**src/rtl/aqua_pkg.sv**
```systemverilog
// Shared definitions for the water-level controller: state encodings,
// default timing parameters and a width helper for saturating counters.
package aqua_pkg;

  localparam int unsigned DEBOUNCE_CICLOS_PADRAO = 1000;
  localparam int unsigned TIMEOUT_CICLOS_PADRAO  = 50000000;
  localparam int unsigned ESTADO_W               = 3;

  typedef enum logic [ESTADO_W-1:0] {
    INICIAL  = 3'b000,
    ESPERA   = 3'b001,
    ENCHENDO = 3'b010,
    ERRO     = 3'b111
  } estado_t;

  // Minimum number of bits that can hold the value 'valor' (at least 1).
  function automatic int unsigned largura_para(input int unsigned valor);
    return (valor == 0) ? 1 : $clog2(valor + 1);
  endfunction

endpackage

```
**src/rtl/controle_nivel_if.sv**
```systemverilog
// Control/status bundle of the water-level controller.
//   ligar, sensor_baixo, sensor_alto : enable and raw sensors (into the block)
//   abre_auto, fecha_auto            : one-cycle valve commands (out of the block)
//   alarme                           : fault level
//   db_estado, db_baixo, db_alto     : debug view of state and filtered sensors
interface controle_nivel_if;

  logic       ligar;
  logic       sensor_baixo;
  logic       sensor_alto;
  logic       abre_auto;
  logic       fecha_auto;
  logic       alarme;
  logic [2:0] db_estado;
  logic       db_baixo;
  logic       db_alto;

  modport master (
    output ligar, sensor_baixo, sensor_alto,
    input  abre_auto, fecha_auto, alarme, db_estado, db_baixo, db_alto
  );

  modport slave (
    input  ligar, sensor_baixo, sensor_alto,
    output abre_auto, fecha_auto, alarme, db_estado, db_baixo, db_alto
  );

endinterface

```
**src/rtl/filtro_sensor.sv**
```systemverilog
// Sensor conditioning: 2-flop synchronizer followed by a debounce filter.
// The filtered output adopts the synchronized value only after it has
// differed from the current output for DEBOUNCE_CICLOS consecutive cycles.
//   clock, reset : system clock, asynchronous active-high reset
//   bruto        : raw asynchronous sensor
//   filtrado     : registered, debounced sensor value
module filtro_sensor
  import aqua_pkg::*;
#(
  parameter int unsigned DEBOUNCE_CICLOS = DEBOUNCE_CICLOS_PADRAO
) (
  input  logic clock,
  input  logic reset,
  input  logic bruto,
  output logic filtrado
);

  localparam int unsigned      CONT_W      = largura_para(DEBOUNCE_CICLOS);
  localparam logic [CONT_W-1:0] CONT_ULTIMO = CONT_W'(DEBOUNCE_CICLOS - 1);
  localparam logic [CONT_W-1:0] CONT_MAX    = CONT_W'(DEBOUNCE_CICLOS);

  logic              sinc1_q;
  logic              sinc2_q;
  logic              filtrado_q;
  logic [CONT_W-1:0] cont_q;

  // Metastability synchronizer.
  always_ff @(posedge clock or posedge reset) begin
    if (reset) begin
      sinc1_q <= 1'b0;
      sinc2_q <= 1'b0;
    end else begin
      sinc1_q <= bruto;
      sinc2_q <= sinc1_q;
    end
  end

  // Debounce: the count is the run length of cycles disagreeing with the
  // output; the output flips on the cycle that completes the run.
  always_ff @(posedge clock or posedge reset) begin
    if (reset) begin
      cont_q     <= '0;
      filtrado_q <= 1'b0;
    end else if (sinc2_q == filtrado_q) begin
      cont_q <= '0;
    end else if (cont_q == CONT_ULTIMO) begin
      filtrado_q <= sinc2_q;
      cont_q     <= '0;
    end else if (cont_q != CONT_MAX) begin
      cont_q <= cont_q + CONT_W'(1);
    end
  end

  assign filtrado = filtrado_q;

endmodule

```
**src/rtl/controle_nivel.sv**
```systemverilog
// Automatic tank-fill controller. Opens the valve when the low mark is lost,
// closes it when the high mark is reached, and latches a fault on fill
// timeout or inconsistent sensors until the enable is dropped.
//   clock, reset : system clock, asynchronous active-high reset
//   bus (slave)  : enable, raw sensors, valve command pulses, alarm, debug
module controle_nivel
  import aqua_pkg::*;
#(
  parameter int unsigned DEBOUNCE_CICLOS = DEBOUNCE_CICLOS_PADRAO,
  parameter int unsigned TIMEOUT_CICLOS  = TIMEOUT_CICLOS_PADRAO
) (
  input  logic             clock,
  input  logic             reset,
  controle_nivel_if.slave  bus
);

  localparam int unsigned       TIMER_W      = largura_para(TIMEOUT_CICLOS);
  localparam logic [TIMER_W-1:0] TIMER_ULTIMO = TIMER_W'(TIMEOUT_CICLOS - 1);
  localparam logic [TIMER_W-1:0] TIMER_MAX    = TIMER_W'(TIMEOUT_CICLOS);

  logic               baixo_f;
  logic               alto_f;
  estado_t            estado_q;
  estado_t            estado_d;
  logic               abre_q;
  logic               abre_d;
  logic               fecha_q;
  logic               fecha_d;
  logic               alarme_q;
  logic [TIMER_W-1:0] timer_q;
  logic               inconsistente_c;
  logic               timeout_c;

  filtro_sensor #(.DEBOUNCE_CICLOS(DEBOUNCE_CICLOS)) u_filtro_baixo (
    .clock    (clock),
    .reset    (reset),
    .bruto    (bus.sensor_baixo),
    .filtrado (baixo_f)
  );

  filtro_sensor #(.DEBOUNCE_CICLOS(DEBOUNCE_CICLOS)) u_filtro_alto (
    .clock    (clock),
    .reset    (reset),
    .bruto    (bus.sensor_alto),
    .filtrado (alto_f)
  );

  // High mark wet while low mark dry cannot happen with healthy sensors.
  assign inconsistente_c = alto_f && !baixo_f;
  // Timer holds cycles already spent in ENCHENDO; this is the last allowed one.
  assign timeout_c       = (timer_q == TIMER_ULTIMO);

  // State register plus registered command/alarm outputs.
  always_ff @(posedge clock or posedge reset) begin
    if (reset) begin
      estado_q <= INICIAL;
      abre_q   <= 1'b0;
      fecha_q  <= 1'b0;
      alarme_q <= 1'b0;
    end else begin
      estado_q <= estado_d;
      abre_q   <= abre_d;
      fecha_q  <= fecha_d;
      alarme_q <= (estado_d == ERRO);
    end
  end

  // Next state and command pulses; earlier branches take priority.
  always_comb begin
    estado_d = estado_q;
    abre_d   = 1'b0;
    fecha_d  = 1'b0;
    case (estado_q)
      INICIAL: begin
        if (bus.ligar) estado_d = ESPERA;
      end
      ESPERA: begin
        if (!bus.ligar) begin
          estado_d = INICIAL;
        end else if (inconsistente_c) begin
          estado_d = ERRO;
          fecha_d  = 1'b1;
        end else if (!baixo_f) begin
          estado_d = ENCHENDO;
          abre_d   = 1'b1;
        end
      end
      ENCHENDO: begin
        if (!bus.ligar) begin
          estado_d = INICIAL;
          fecha_d  = 1'b1;
        end else if (inconsistente_c || timeout_c) begin
          estado_d = ERRO;
          fecha_d  = 1'b1;
        end else if (alto_f) begin
          estado_d = ESPERA;
          fecha_d  = 1'b1;
        end
      end
      ERRO: begin
        if (!bus.ligar) estado_d = INICIAL;
      end
      default: begin
        estado_d = INICIAL;
      end
    endcase
  end

  // Fill timer: held at zero outside ENCHENDO, so every entry starts fresh.
  always_ff @(posedge clock or posedge reset) begin
    if (reset) begin
      timer_q <= '0;
    end else if (estado_q != ENCHENDO) begin
      timer_q <= '0;
    end else if (timer_q != TIMER_MAX) begin
      timer_q <= timer_q + TIMER_W'(1);
    end
  end

  assign bus.abre_auto  = abre_q;
  assign bus.fecha_auto = fecha_q;
  assign bus.alarme     = alarme_q;
  assign bus.db_estado  = estado_q;
  assign bus.db_baixo   = baixo_f;
  assign bus.db_alto    = alto_f;

endmodule
```
**src/flat_wrapper.sv**
```systemverilog
// flat-port wrapper written by rule: the top's interface ports become plain ports
module controle_nivel_flat import aqua_pkg::*;
#(
  parameter int unsigned DEBOUNCE_CICLOS = DEBOUNCE_CICLOS_PADRAO,
  parameter int unsigned TIMEOUT_CICLOS  = TIMEOUT_CICLOS_PADRAO
)
  (clock, reset, bus_ligar, bus_sensor_baixo, bus_sensor_alto, bus_abre_auto, bus_fecha_auto, bus_alarme, bus_db_estado, bus_db_baixo, bus_db_alto);
  controle_nivel_if bus_i ();
  input  logic clock;
  input  logic reset;
  input wire logic [$bits(bus_i.ligar)-1:0] bus_ligar;
  input wire logic [$bits(bus_i.sensor_baixo)-1:0] bus_sensor_baixo;
  input wire logic [$bits(bus_i.sensor_alto)-1:0] bus_sensor_alto;
  output wire logic [$bits(bus_i.abre_auto)-1:0] bus_abre_auto;
  output wire logic [$bits(bus_i.fecha_auto)-1:0] bus_fecha_auto;
  output wire logic [$bits(bus_i.alarme)-1:0] bus_alarme;
  output wire logic [$bits(bus_i.db_estado)-1:0] bus_db_estado;
  output wire logic [$bits(bus_i.db_baixo)-1:0] bus_db_baixo;
  output wire logic [$bits(bus_i.db_alto)-1:0] bus_db_alto;
  assign bus_i.ligar = bus_ligar;
  assign bus_i.sensor_baixo = bus_sensor_baixo;
  assign bus_i.sensor_alto = bus_sensor_alto;
  assign bus_abre_auto = bus_i.abre_auto;
  assign bus_fecha_auto = bus_i.fecha_auto;
  assign bus_alarme = bus_i.alarme;
  assign bus_db_estado = bus_i.db_estado;
  assign bus_db_baixo = bus_i.db_baixo;
  assign bus_db_alto = bus_i.db_alto;
  controle_nivel #(.DEBOUNCE_CICLOS(DEBOUNCE_CICLOS), .TIMEOUT_CICLOS(TIMEOUT_CICLOS)) u_core (.clock(clock), .reset(reset), .bus(bus_i));
endmodule
```
**config.mk**
```make
export PLATFORM = sky130hd
export DESIGN_NAME = controle_nivel_flat
export DESIGN_NICKNAME = d
export VERILOG_FILES = /design/src/rtl/aqua_pkg.sv /design/src/rtl/controle_nivel_if.sv /design/src/rtl/filtro_sensor.sv /design/src/rtl/controle_nivel.sv /design/src/flat_wrapper.sv
export SDC_FILE = /design/constraint.sdc
export NUM_CORES = 1
export LEC_CHECK = 0
export ABC_CLOCK_PERIOD_IN_PS = 2490
export BUFFER_PORTS_ARGS = -buffer_cell sky130_fd_sc_hd__buf_2
export CAP_MARGIN = 20
export CORE_UTILIZATION = 60
export CTS_BUF_LIST = sky130_fd_sc_hd__clkbuf_8 sky130_fd_sc_hd__clkbuf_16
export CTS_CLUSTER_SIZE = 25
export DETAILED_ROUTE_END_ITERATION = 6
export PLACE_DENSITY = 0.79
export SYNTH_ARGS = -nofsm -noshare
export SYNTH_HDL_FRONTEND = slang
export SYNTH_SLANG_ARGS = --single-unit
```
**constraint.sdc**
```tcl
create_clock -name clock -period 2.49 [get_ports clock]
set_input_delay 0.1245 -clock clock [delete_from_list [all_inputs] [get_ports clock]]
set_output_delay 0.1245 -clock clock [all_outputs]
set_load 0.02 [all_outputs]
```
==> flow_summary.toml, run 1 <==
[cts]
clk_latency_ns = 0.33
clkTransAtPathRegs_ns = 0.06
holdBufCountCts = 3
clockBufferDepth = 2
clockRootBuffer = "clkbuf_8"
cts_setup_buffers = 0
postCtsResizedCells = 0
cts_buffers = 9
clock-sinks = 58
cts_tree = "yes"
htreeDepth = 3

[run]
maxCapViolations = 0

[power]
p_switching_w = 0.0004174
leakage_nw = 1.401
peakVddDrop_mv = 0.3776
cellPowerDensity_nw_per_um2 = 571.8
combPwrFrac_pct = 4.6
p_int_w = 0.001491
sw_frac_of_total_pct = 21.88
power.share.clock_pct = 44.3
seqPwrFrac_pct = 51.1

[floorplanning]
dieWidth_um = 72.61
rows = 25
ios = 13
die_area_um2 = 5272
fp.coreArea_um2 = 4755
die_h_um = 72.61
start_util_pct = 62.92

[cells_and_area]
antenna_cells = 0
final_layout_size_suffix_gt1_share_pct = 11.41
syn_to_final_growth_pct = 11.54
fin_nets = 341
mostFrequentLayoutCells = "dfrtp_1 (58), nor2_1 (35), xnor2_1 (20)"
final_common_cell = "dfrtp_1"
finalNonFillerCells = 400

[place]
dp.cells = 383
portBuffers = 12
routabilityCongestion = 0.8596
place_hpwl_um = 3967

[global_route]
grt_use_total_pct = 24.68
grt_max_degree = 31
grt_pass1_vias = 2308
grt_pass1_wl_um = 9818
grt_overflow = 0
antenna_found_initial = 0

[yosys]
yosys.area.top_type = "dfrtp_1"
yosys_warnings = 0
synth_ff_type = "dfrtp_1"
yosysUniqueCellTypes = 49
ys_seq_area_share_pct = 48.52
synth_edf_count = 0
synth_async_sr_flop_share_pct = 100.0
syn_inst = 310
avgSynthCellArea_um2 = 9.650
syn-num-nets = 321
syn_area_um2 = 2992
synth-seq-cells = 58
yosysTopAreaCellShare_pct = 48.52
synth_area_leaders = "dfrtp_1 (49%), xnor2_1 (5.9%), nor2_1 (4.4%)"

[timing]
clock_skew_ns = 0.008530
worst_slew_pin_slew_ns = 0.7364
final_max_slew_viol_count = 0
finalCriticalPeriod_ns = 2.038
fin_crit_sh_pct = 81.85
setup_viol = 0
fmax_mhz = 490.7
final.setup.tns_ns = 0
max_slew_margin_pct = 50.80
finalHoldViolations = 0
rsz0062_at_grt = "no"

[setup_path]
timing.critical_path.cells = "nand4_2, or4_4, or4_1, a21oi_1"
critPathKind = "register to register"
cp-end-kind = "register"
slowest_delay_ns = 0.65
start_kind = "register"
slowest_stage = "or4_4"
crit_fanout = 12
path_buf_inv = 0
critPathTopFamily = "simple AND/OR/NAND/NOR gates"
crit_required_ns = 2.75
critPathArrivalTime_ns = 2.30

[drt]
wl_per_cell_um = 14.42
drcViolationCount = 0
drtIter0Drc = 125
vias = 2331
first_pass_iters = 4
wirelength_um = 5767
via_per_inst = 5.828
ant_nets = 0

[worst_hold_path]
hold_class = "input port to register"

[outcome]
status = "finished clean"
layer usage:
metal / global-route usage, % / vias up / share of wire (%)
met2: 41.54 / 53 / 48
met4: 11.33 / 0 / 1.6
met1: 29.63 / 1123 / 45
li1: - / 1145 / -
met5: 0 / - / 0
met3: 6.630 / 10 / 4.7
cells by family after synthesis:
group           Yosys count  synth area share, %
flops                    58                48.52
compound gates           46                9.159
mux                       4                1.422
buf+inv                  22                3.053
simple gates            144                26.56
xor+xnor                 30                8.783
fa+ha+maj                 6                2.509
synth_stat cells, drive strengths merged, types with 3 or more instances:
cell	instances
xnor2	20
nand3	19
inv	13
and2	3
nand2	13
nor3b	3
or4	5
ha	6
nor2	35
or3	8
dfrtp	58
nor3	11
nand4	13
nor4	5
nand2b	5
xor2	10
clkbuf	7
and3	10
a21oi	17
a31oi	4
and4	3
nand3b	3
o21ai	12
state kept, by name, summed over array words and instances (netlist names):
register and flops:
u_core.u_filtro_baixo.sinc1_q 1, u_core.u_filtro_alto.sinc1_q 1, u_core.u_filtro_alto.filtrado 1, u_core.u_filtro_baixo.sinc2_q 1, u_core.bus.db_estado 3, u_core.timer_q 26
u_core.bus.fecha_auto 1, u_core.bus.abre_auto 1, u_core.bus.alarme 1, u_core.u_filtro_alto.cont_q 10, u_core.u_filtro_alto.sinc2_q 1, u_core.u_filtro_baixo.cont_q 10
u_core.u_filtro_baixo.filtrado 1
stage by stage:
stage	hold WS (ns)	setup slack (ns)	area [um2]	util (%)	total power, W
after floorplan	0.1559	0.6011	2992	-	0.001050
after global placement	0.2330	0.5279	3115	65.53	0.001074
after detailed placement	0.2343	0.4540	3115	65.53	0.001077
after CTS	0.1100	0.4590	3337	70.18	0.001932
after global routing	0.1497	0.3087	3337	70.18	0.001985
final	0.1401	0.4520	3337	70.18	0.001908
power by group through the flow:
stage / clock, W / sequential, W / combinational [W]
floorplan: 0 / 0.000990 / 0.0000596
global placement: 0 / 0.000991 / 0.0000829
detailed placement: 0 / 0.000992 / 0.0000848
CTS: 0.000868 / 0.000975 / 0.0000894
global route: 0.000907 / 0.000977 / 0.000101
finish: 0.000846 / 0.000975 / 0.0000872
final timing paths:
check,end,depth (start not counted),slack [ns],start
worst max-delay path,u_core.timer_q[25],4,0.45,u_core.timer_q[2]
worst min-delay path,u_core.bus.db_estado[0],3,0.14,bus_ligar
worst max register to register,u_core.timer_q[25],4,0.45,u_core.timer_q[2]
worst min register to register,u_core.u_filtro_baixo.sinc2_q,0,0.35,u_core.u_filtro_baixo.sinc1_q
max in group asynchronous,u_core.bus.alarme,4,1.43,reset
min in group asynchronous,u_core.u_filtro_alto.sinc1_q,3,0.41,reset
worst register-to-register path: stages, from the launching register on:
cell,delay (ns)
dfrtp_1,0.43
nand4_2,0.21
or4_4,0.66
or4_1,0.52
a21oi_1,0.15
cell type report:
cell class,instances,area (um2)
well taps,67,83.83
repair buffers,18,112.6
clock inverters,3,40.04
multi-input cells,230,1449
inverters,13,48.80
clock buffers,11,151.4
fillers,376,1418
flip-flops and latches,58,1451
(Power assumes the default switching activity.)
==> inputs of run 2 (changes only) <==
--- a/config.mk
+++ b/config.mk
@@ -5,7 +5,7 @@
 export SDC_FILE = /design/constraint.sdc
 export NUM_CORES = 1
 export LEC_CHECK = 0
-export ABC_CLOCK_PERIOD_IN_PS = 2490
+export ABC_CLOCK_PERIOD_IN_PS = 1900
 export BUFFER_PORTS_ARGS = -buffer_cell sky130_fd_sc_hd__buf_2
 export CAP_MARGIN = 20
 export CORE_UTILIZATION = 60
==> constraint.sdc (replaced) <==
create_clock -name clock -period 1.9 [get_ports clock]
set_input_delay 0.095 -clock clock [delete_from_list [all_inputs] [get_ports clock]]
set_output_delay 0.095 -clock clock [all_outputs]
set_load 0.02 [all_outputs]
==> flow_summary.toml, run 2 (synthesis gave the netlist of run 1 again) <==
[outcome]
status = "finished clean"

[timing]
fmax_mhz = 538.1
final.setup.tns_ns = 0
setup_viol = 0
max_slew_margin_pct = 69.51
final_max_slew_viol_count = 0
finalHoldViolations = 0
hold_ws_ns = 0.1005
finalCriticalPeriod_ns = 1.859
clock_skew_ns = 0.006916
rsz0062_at_grt = "yes"
worst_slew_pin_slew_ns = 0.4566
fin_crit_sh_pct = 97.82

[floorplanning]
dieWidth_um = 72.61
die_h_um = 72.61
ios = 13
start_util_pct = 62.92
rows = 25
die_area_um2 = 5272
fp.coreArea_um2 = 4755

[drt]
drtIter0Drc = 108
drcViolationCount = 0
vias = 2474
ant_nets = 0
first_pass_iters = 4
wirelength_um = 6099
via_per_inst = 5.753
wl_per_cell_um = 14.18

[power]
cellPowerDensity_nw_per_um2 = 802.7
leakage_nw = 1.593
peakVddDrop_mv = 0.6626

[cells_and_area]
final_layout_size_suffix_gt1_share_pct = 18.73
reg_top3 = "u_core.timer_q (26), u_core.u_filtro_alto.cont_q (10), u_core.u_filtro_baixo.cont_q (10)"
syn_to_final_growth_pct = 22.25
largest-register = "u_core.timer_q"
finalNonFillerCells = 430
fill_cells = 346
design_area_um2 = 3657
fin_util_pct = 76.92
final_common_cell = "dfrtp_1"
antenna_cells = 0
largest_reg_flops = 26
mostFrequentLayoutCells = "dfrtp_1 (58), nor2_1 (35), buf_4 (29)"
fin_nets = 369

[setup_path]
critPathTopFamily = "simple AND/OR/NAND/NOR gates"
start_kind = "register"
slowest_delay_ns = 0.58
crit_fanout = 3
r2r_cells = 4
path_buf_inv = 0
crit_required_ns = 2.17
reg2reg_slack_ns = 0.04
critPathKind = "register to register"
timing.critical_path.cells = "nand3_2, or4_4, or4_1, a21oi_1"
slowest_stage = "or4_4"
cp-end-kind = "register"
critPathArrivalTime_ns = 2.12
reg2reg_from = "u_core.timer_q[6]"
r2r_end = "u_core.timer_q[25]"

[place]
routabilityCongestion = 0.8486
portBuffers = 12
place_hpwl_um = 4181
dp.cells = 408
place_area_um2 = 3316

[global_route]
grt_use_total_pct = 26.25
grt_overflow = 0
antenna_found_initial = 0
grt_pass1_vias = 2305
grt_pass1_wl_um = 10560
grt_max_degree = 39

[worst_hold_path]
hold_end = "u_core.bus.db_estado[0]"
min_from = "bus_ligar"
hold_class = "input port to register"
worstHoldPathCells = 3

[cts]
htreeDepth = 3
clockRootBuffer = "clkbuf_8"
clk_latency_ns = 0.34
clock-sinks = 58
clkTransAtPathRegs_ns = 0.07
cts_buffers = 9
cts_tree = "yes"
clockBufferDepth = 2

[run]
maxCapViolations = 0
-- run 2: changes by cell type in the layout (fill, tap and decap cells not counted), sizes merged --
cell | previous run | this run
bufinv | 1 | 4
clkbuf | 11 | 10
buf | 15 | 43
inv | 13 | 14
clkinv | 2 | 1
-- run 2: tightest hold or removal path: stages --
cell and delay (ns):
buf_2 0.10, inv_1 0.13, a211oi_1 0.07
-- run 2: final cells by class --
type | instances | area, um2 | share of cell area [%]
inverters | 13 | 48.80 | 1.334
clock buffers | 10 | 137.6 | 3.763
clock inverters | 6 | 128.9 | 3.524
multi-input cells | 230 | 1459 | 39.89
well taps | 67 | 83.83 | 2.292
flip-flops and latches | 58 | 1451 | 39.69
repair buffers | 46 | 347.8 | 9.511
-- run 2: metrics by stage --
step / power [W] / worst slack (ns)
after floorplan: 0.001376 / 0.01115
after global placement: 0.001419 / 0.08682
after detailed placement: 0.001422 / 0.04942
after CTS: 0.002953 / 0.03905
after global routing: 0.003006 / -0.03080
final: 0.002936 / 0.04147
-- run 2: power breakdown --
part / total (W) / leakage [nW] / switching (W) / internal, W
clock network: 0.00153 / 0.138 / 0.000499 / 0.00103
registers: 0.00127 / 0.794 / 0.0000166 / 0.00125
logic: 0.000132 / 0.662 / 0.0000815 / 0.0000507
-- run 2: layer usage --
metal  share of wire (%)  routed length [um]  GRT usage (%)
met5                   0                   0              0
met4                 1.8                 107          12.64
met3                 3.9                 237          5.663
met2                  47                2891          41.12
met1                  47                2862          34.89
-- run 2: worst max-delay path by stage --
| stage | from | endpoint | cells past startpoint |
|---|---|---|---|
| after CTS | u_core.timer_q[6] | u_core.timer_q[25] | 4 |
| after detailed placement | u_core.timer_q[2] | u_core.timer_q[23] | 4 |
| after global placement | u_core.timer_q[3] | u_core.timer_q[25] | 4 |
| after floorplan | u_core.bus.db_estado[0] | u_core.timer_q[19] | 6 |
| final | u_core.timer_q[6] | u_core.timer_q[25] | 4 |
| after global routing | u_core.timer_q[19] | u_core.bus.alarme | 5 |
-- run 2: what timing repair did --
item	in CTS	in global routing
endpoints found under the setup margin	0	7
resized for setup	0	3
hold buffers	3	0
endpoints found under the hold margin	22	0
setup buffers	0	3
